[src/rtl/bch_frame_arbiter.sv]
// Two-source serial arbiter feeding one BCH(63,51) encoder, one K-bit block per grant.
// Define BCH_ARB_FIXED_PRIO_EN for fixed priority (source 0 wins ties); default is round-robin.
module bch_frame_arbiter #(
  parameter int unsigned K = 51
) (
  input  logic       clk,
  input  logic       rst,
  input  logic       valid_in0,
  input  logic       valid_in1,
  input  logic       data_in0,
  input  logic       data_in1,
  output logic       ready_in0,
  output logic       ready_in1,
  output logic       enc_valid,
  output logic       enc_data,
  input  logic       enc_ready,
  output logic [1:0] grant,
  output logic       frame_done,
  output logic       frame_src
);

  typedef enum logic [1:0] {IDLE, ARB, XFER, DRAIN} state_t;

  state_t     state_q, state_d;
  logic [1:0] grant_q, grant_d;
  logic [5:0] cnt_q, cnt_d;
  logic       done_q, done_d;
  logic       src_q, src_d;
  logic       sel;
  logic       tie_winner;
  logic       winner;

`ifdef BCH_ARB_FIXED_PRIO_EN
  assign tie_winner = 1'b0;
`else
  logic last_q, last_d;
  assign tie_winner = ~last_q;
`endif

  assign sel    = grant_q[1];
  assign winner = (valid_in0 & valid_in1) ? tie_winner : valid_in1;

  always_comb begin
    state_d   = state_q;
    grant_d   = grant_q;
    cnt_d     = cnt_q;
    done_d    = 1'b0;
    src_d     = src_q;
`ifndef BCH_ARB_FIXED_PRIO_EN
    last_d    = last_q;
`endif
    enc_valid = 1'b0;
    enc_data  = 1'b0;
    ready_in0 = 1'b0;
    ready_in1 = 1'b0;
    case (state_q)
      IDLE: state_d = ARB;
      ARB: begin
        if (valid_in0 | valid_in1) begin
          grant_d = winner ? 2'b10 : 2'b01;
          state_d = XFER;
        end
      end
      XFER: begin
        // Only the granted source sees enc_ready; the other is held off entirely.
        enc_valid = sel ? valid_in1 : valid_in0;
        enc_data  = sel ? data_in1 : data_in0;
        ready_in0 = ~sel & enc_ready;
        ready_in1 = sel & enc_ready;
        if (enc_valid & enc_ready) begin
          if (cnt_q == 6'(K - 1)) begin
            cnt_d   = '0;
            grant_d = '0;
            done_d  = 1'b1;
            src_d   = sel;
`ifndef BCH_ARB_FIXED_PRIO_EN
            last_d  = sel;
`endif
            state_d = DRAIN;
          end else begin
            cnt_d = cnt_q + 6'd1;
          end
        end
      end
      DRAIN: begin
        if (enc_ready) state_d = ARB;
      end
      default: state_d = IDLE;
    endcase
  end

  always_ff @(posedge clk) begin
    if (rst) begin
      state_q <= IDLE;
      grant_q <= '0;
      cnt_q   <= '0;
      done_q  <= 1'b0;
      src_q   <= 1'b0;
`ifndef BCH_ARB_FIXED_PRIO_EN
      last_q  <= 1'b1;
`endif
    end else begin
      state_q <= state_d;
      grant_q <= grant_d;
      cnt_q   <= cnt_d;
      done_q  <= done_d;
      src_q   <= src_d;
`ifndef BCH_ARB_FIXED_PRIO_EN
      last_q  <= last_d;
`endif
    end
  end

  assign grant      = grant_q;
  assign frame_done = done_q;
  assign frame_src  = src_q;

endmodule

[config.mk]
export PLATFORM = sky130hd
export DESIGN_NAME = bch_frame_arbiter
export DESIGN_NICKNAME = d
export VERILOG_FILES = /design/src/rtl/bch_frame_arbiter.sv
export SDC_FILE = /design/constraint.sdc
export NUM_CORES = 1
export LEC_CHECK = 0
export CORE_MARGIN = 2
export CORE_UTILIZATION = 45
export DETAILED_ROUTE_END_ITERATION = 10
export GPL_TIMING_DRIVEN = 1
export PLACE_DENSITY = 0.71
export SYNTH_ARGS = -nofsm -noshare
export SYNTH_HDL_FRONTEND = slang
export SYNTH_SLANG_ARGS = --single-unit
[constraint.sdc]
create_clock -name clk -period 2.95 [get_ports clk]
set_input_delay 0.59 -clock clk [delete_from_list [all_inputs] [get_ports clk]]
set_output_delay 0.59 -clock clk [all_outputs]
set_load 0.02 [all_outputs]
* Yosys cells after proc, flatten, opt, wreduce, memory -nomap -nowiden
Index checks and enable logic that the tools add are counted.
W data, S select, Z words.
** Word-level totals
- Register bits :: 13
- Input port bits :: 7
- Word-level logic and storage cells :: 50
** Cells by class
- Add/sub/neg operators :: 1
- Equal/unequal tests :: 8
- Mux-type cells :: 19
- Bitwise gates (word level) :: 9
- Reduce and logical (&&, ||, !) cells :: 7
** Operators with widths (count)
- $mux W2 :: 8
- $mux W1 :: 8
- $ne A2 B2 Y1 const B :: 4
- $pmux W2 S4 :: 1
- $reduce_and A4 Y1 :: 2
- $add A6 B1 Y6 const B :: 1
- $eq A6 B6 Y1 const B :: 1
- $mux W6 :: 1
- $and A1 B1 Y1 :: 4
- $eq A2 B2 Y1 const B :: 2
- $not A1 Y1 :: 4
- $pmux W2 S2 :: 1
- $reduce_and A3 Y1 :: 1
- $reduce_or A3 Y1 :: 1
- $eq A2 B1 Y1 const B :: 1
- $logic_not A2 Y1 :: 1
- $reduce_and A2 Y1 :: 1
- $reduce_bool A2 Y1 :: 1
- $or A1 B1 Y1 :: 1

* Longest topological paths before layout
Gate-level depths: netlist (run 1).
- Word-level depth :: 5
- Mapped depth :: 6
- Gate-level depth less buffers :: 6

* Worst setup path after synthesis (run 1)
No wires, ideal clock.
- Kind :: reg-to-output
- From :: register grant_q[1] (netlist: grant[1])
- To :: output enc_valid
- Arrival time :: 1.117 ns
- Required time :: 2.360 ns
- Slack :: 1.243 ns
- Stages on the path, launching flop included :: 4
- Buffers on the path :: 1
- Cell sequence :: dfxtp_1 > buf_6 > mux2i_4 > nor2b_1
** Between the ends
- Cells in the longest elaborated chain, start to end :: 2
** RTL lines
- start, declared :: RTL line 25 : logic [1:0] grant_q, grant_d;
- start signal, assigned :: RTL line 104 : grant_q <= grant_d;
- $mux W1 :: RTL line 66 : enc_valid = sel ? valid_in1 : valid_in0;
- $mux W1 :: RTL line 56 : case (state_q)
- end, declared :: RTL line 14 : output logic enc_valid,
Every way passes these cells.

* Worst setup path in the final report (run 1)
- From :: input valid_in1
- To :: output enc_valid
** Between the ends
- Cells in the longest elaborated chain, start to end :: 2
** RTL lines
- start, declared :: RTL line 9 : input logic valid_in1,
- $mux W1 :: RTL line 66
- $mux W1 :: RTL line 56
Every way passes these cells.

==> results.ini, run 1 <==
[sta]
finalCriticalPeriod_ps = 2628
setup_viol = 0
skew_ps = 9.887
setup_tns_ps = 0
max_clock_freq_mhz = 380.6
min_period_over_period_pct = 89.08
maxSlewHeadroom_pct = 67.00
worstMarginPinSlew_ps = 493.4
slew_viol_final = 0
rsz0062_at_grt = no
hold_viol = 0

[finish]
most-common-layout-cells = clkdlybuf4s50_1, dfxtp_1, nand2_1
syn_to_final_growth_pct = 23.39
fin_nets = 109
drive_gt1_share_pct = 9.474
antenna_cells = 0
final_common_cell = clkdlybuf4s50_1
layout.cells.non_filler = 111
fin_util_pct = 59.77

[route]
first_pass_iters = 4
wl_per_cell_um = 12.57
drc = 0
detail_route.wirelength_um = 1395
final_antenna_net_count = 0
num_vias = 604
vias_per_cell = 5.441
drt_iter0_drc = 8

[clock_network]
cts-htree-levels = 1
cts_post_setup_buffers_inserted = 0
tritoncts = built
ctsResizeCount = 0
cts_buffer_depth = 2
cts_sinks = 13
clk_pin_slew_worst_paths_ps = 90
cts_hold_buf = 0
cts_root_buf = clkbuf_4
numCtsBuffers = 3
clock_latency_ps = 280

[synth]
synth_area_um2 = 738.2
synthXorXnorAreaFrac_pct = 5.932
synth-compound-area-share_pct = 12.37
synth.area.top_cells = dfxtp_1, ha_1, xnor2_1
yosysTopAreaCellShare_pct = 35.25
synth_mux_area_share_pct = 4.407
ys.warnings.count = 0
postSynthCellCount = 79
synth_top_family_by_area = simple AND/OR/NAND/NOR gates
synth-simple-area-share_pct = 27.80
synth_cell_types = 28
avgSynthCellArea_um2 = 9.344
synthAdderAreaFrac_pct = 10.17
syn-num-nets = 92
ys_seq_area_share_pct = 35.25
synth_seq_cells = 13
yosysTopAreaCell = dfxtp_1

[global_route]
antenna_found_initial = 0
grt_pass1_vias = 539
grt_max_degree = 14
grt_pass1_wl_um = 2201
gr-usage-all-layers_pct = 15.53
gr-total-overflow = 0

[placed_design]
numPortBuffers = 14
hpwlAfterDp_um = 1034
dp_cells = 107
gp_congestion = 0.8184

[run]
max_cap_viol_count = 0

[critical_path]
worstReg2RegEnd = grant[1]
arrival_ps = 2040
critPathTopFamily = buffers and inverters
crit_top_cell = clkdlybuf4s50_1
required_ps = 2360
reg2reg_from = cnt_q[0]
crit_path_max_fanout = 9
critPathKind = in -> out
ff2ff_path_depth = 6
crit_slowest_cell = clkdlybuf4s50_1
cp_num_buf_inv = 2
cp-end-kind = primary output
max_stage_delay_ps = 600
path_cells = clkdlybuf4s50_1, mux2i_4, nor2b_1, clkdlybuf4s50_1
r2r_slack_ps = 1260
cp-start-kind = input pin

[min_path]
hp-start = frame_src
min_path_type = reg -> reg
hold_depth = 2
hold_end = frame_src

[power_and_ir_drop]
power.total_mw = 0.5250
vdd_drop_max_uv = 398.0
powerDensity_mw_per_mm2 = 576.3
power_leakage_nw = 0.3134

[outcome]
status = finished clean

[floorplanning]
start_util_pct = 48.44
die_area_mm2 = 0.001980
io_pins = 15
core_mm2 = 0.001524
num_rows = 14
die-width_um = 44.50
die_h_um = 44.50

power breakdown:
| part | internal (mW) | switching (mW) | total (mW) |
|---|---|---|---|
| clock network | 0.0503 | 0.0628 | 0.113 |
| logic | 0.0918 | 0.0955 | 0.187 |
| registers | 0.198 | 0.0268 | 0.224 |
| total | 0.340 | 0.185 | 0.525 |
kinds of logic (layout without fill, tap and decap cells):
kind of cell    Yosys count  after routing
mux                       2              2
flops                    13             13
compound gates           13             13
xor+xnor                  5              5
fa+ha+maj                 6              6
simple gates             34             34
buf+inv                   6             22
routing by layer:
layer	wire length [µm]	track usage, %	vias up
li1	-	-	315
met1	652	18.20	272
met2	628	25.51	15
met3	95	6.122	2
met4	18	5.455	0
met5	0	0	-
sequential cells by signal (all words and copies together), names as in the netlist:
name,count
state_q,2
cnt_q,6
grant,2
frame_src,1
last_q,1
frame_done,1
cell type report:
| class | instances | area, µm² |
|---|---|---|
| Timing Repair Buffer | 14 | 140.1 |
| Clock inverter | 1 | 5.005 |
| Tap cell | 16 | 20.02 |
| Clock buffer | 3 | 22.52 |
| Fill cell | 136 | 613.1 |
| Sequential cell | 13 | 260.3 |
| Multi-Input combinational cell | 60 | 447.9 |
| Inverter | 4 | 15.01 |
stage by stage:
| stage | setup WS (ps) | hold WS (ps) | cell area [µm²] |
|---|---|---|---|
| 2_1_floorplan | 1243 | 436.5 | 738.2 |
| 3_3_place_gp | 336.0 | 444.8 | 883.3 |
| 3_5_place_dp | 323.8 | 449.9 | 883.3 |
| 4_1_cts | 324.3 | 462.7 | 910.9 |
| 5_1_grt | 268.5 | 494.8 | 910.9 |
| 6_report | 322.3 | 458.2 | 910.9 |
worst register-to-register path, cell delays in order, from the launching register on:
cell and delay (ps):
dfxtp_1 360, inv_1 70, ha_1 140, nand4bb_1 220, or4b_4 590, nand3_1 100, a31oi_1 70
cell usage after synthesis:
cell type	instances
a2111oi_0	1
a21boi_0	1
a21oi_1	6
a21oi_2	1
a311oi_1	2
a31oi_1	1
and3_1	1
buf_6	1
clkbuf_1	1
dfxtp_1	13
ha_1	6
inv_1	4
mux2i_1	1
mux2i_4	1
nand2_1	8
nand2b_1	2
nand3_1	3
nand4bb_1	1
nor2_1	4
nor2b_1	2
nor3_1	7
nor3b_1	2
nor4_1	1
nor4b_1	1
nor4b_4	1
o31ai_2	1
or4b_4	1
xnor2_1	5
worst max path at each step:
| stage | endpoint | slack (ps) | cells after the start | startpoint |
|---|---|---|---|---|
| 6_report | enc_valid | 320 | 4 | valid_in1 |
| 5_1_grt | enc_valid | 270 | 4 | valid_in0 |
| 4_1_cts | enc_valid | 320 | 4 | valid_in0 |
| 3_5_place_dp | enc_valid | 320 | 4 | valid_in0 |
| 3_3_place_gp | enc_valid | 340 | 4 | valid_in1 |
| 2_1_floorplan | enc_valid | 1240 | 3 | grant[1] |
(Power assumes the default switching activity.)
==> run 2, diff against run 1 <==
- SETUP_SLACK_MARGIN: not set -> 0.05
==> results of run 2 <==
No change in the layout: final DEF, timing and power equal those of run 1.
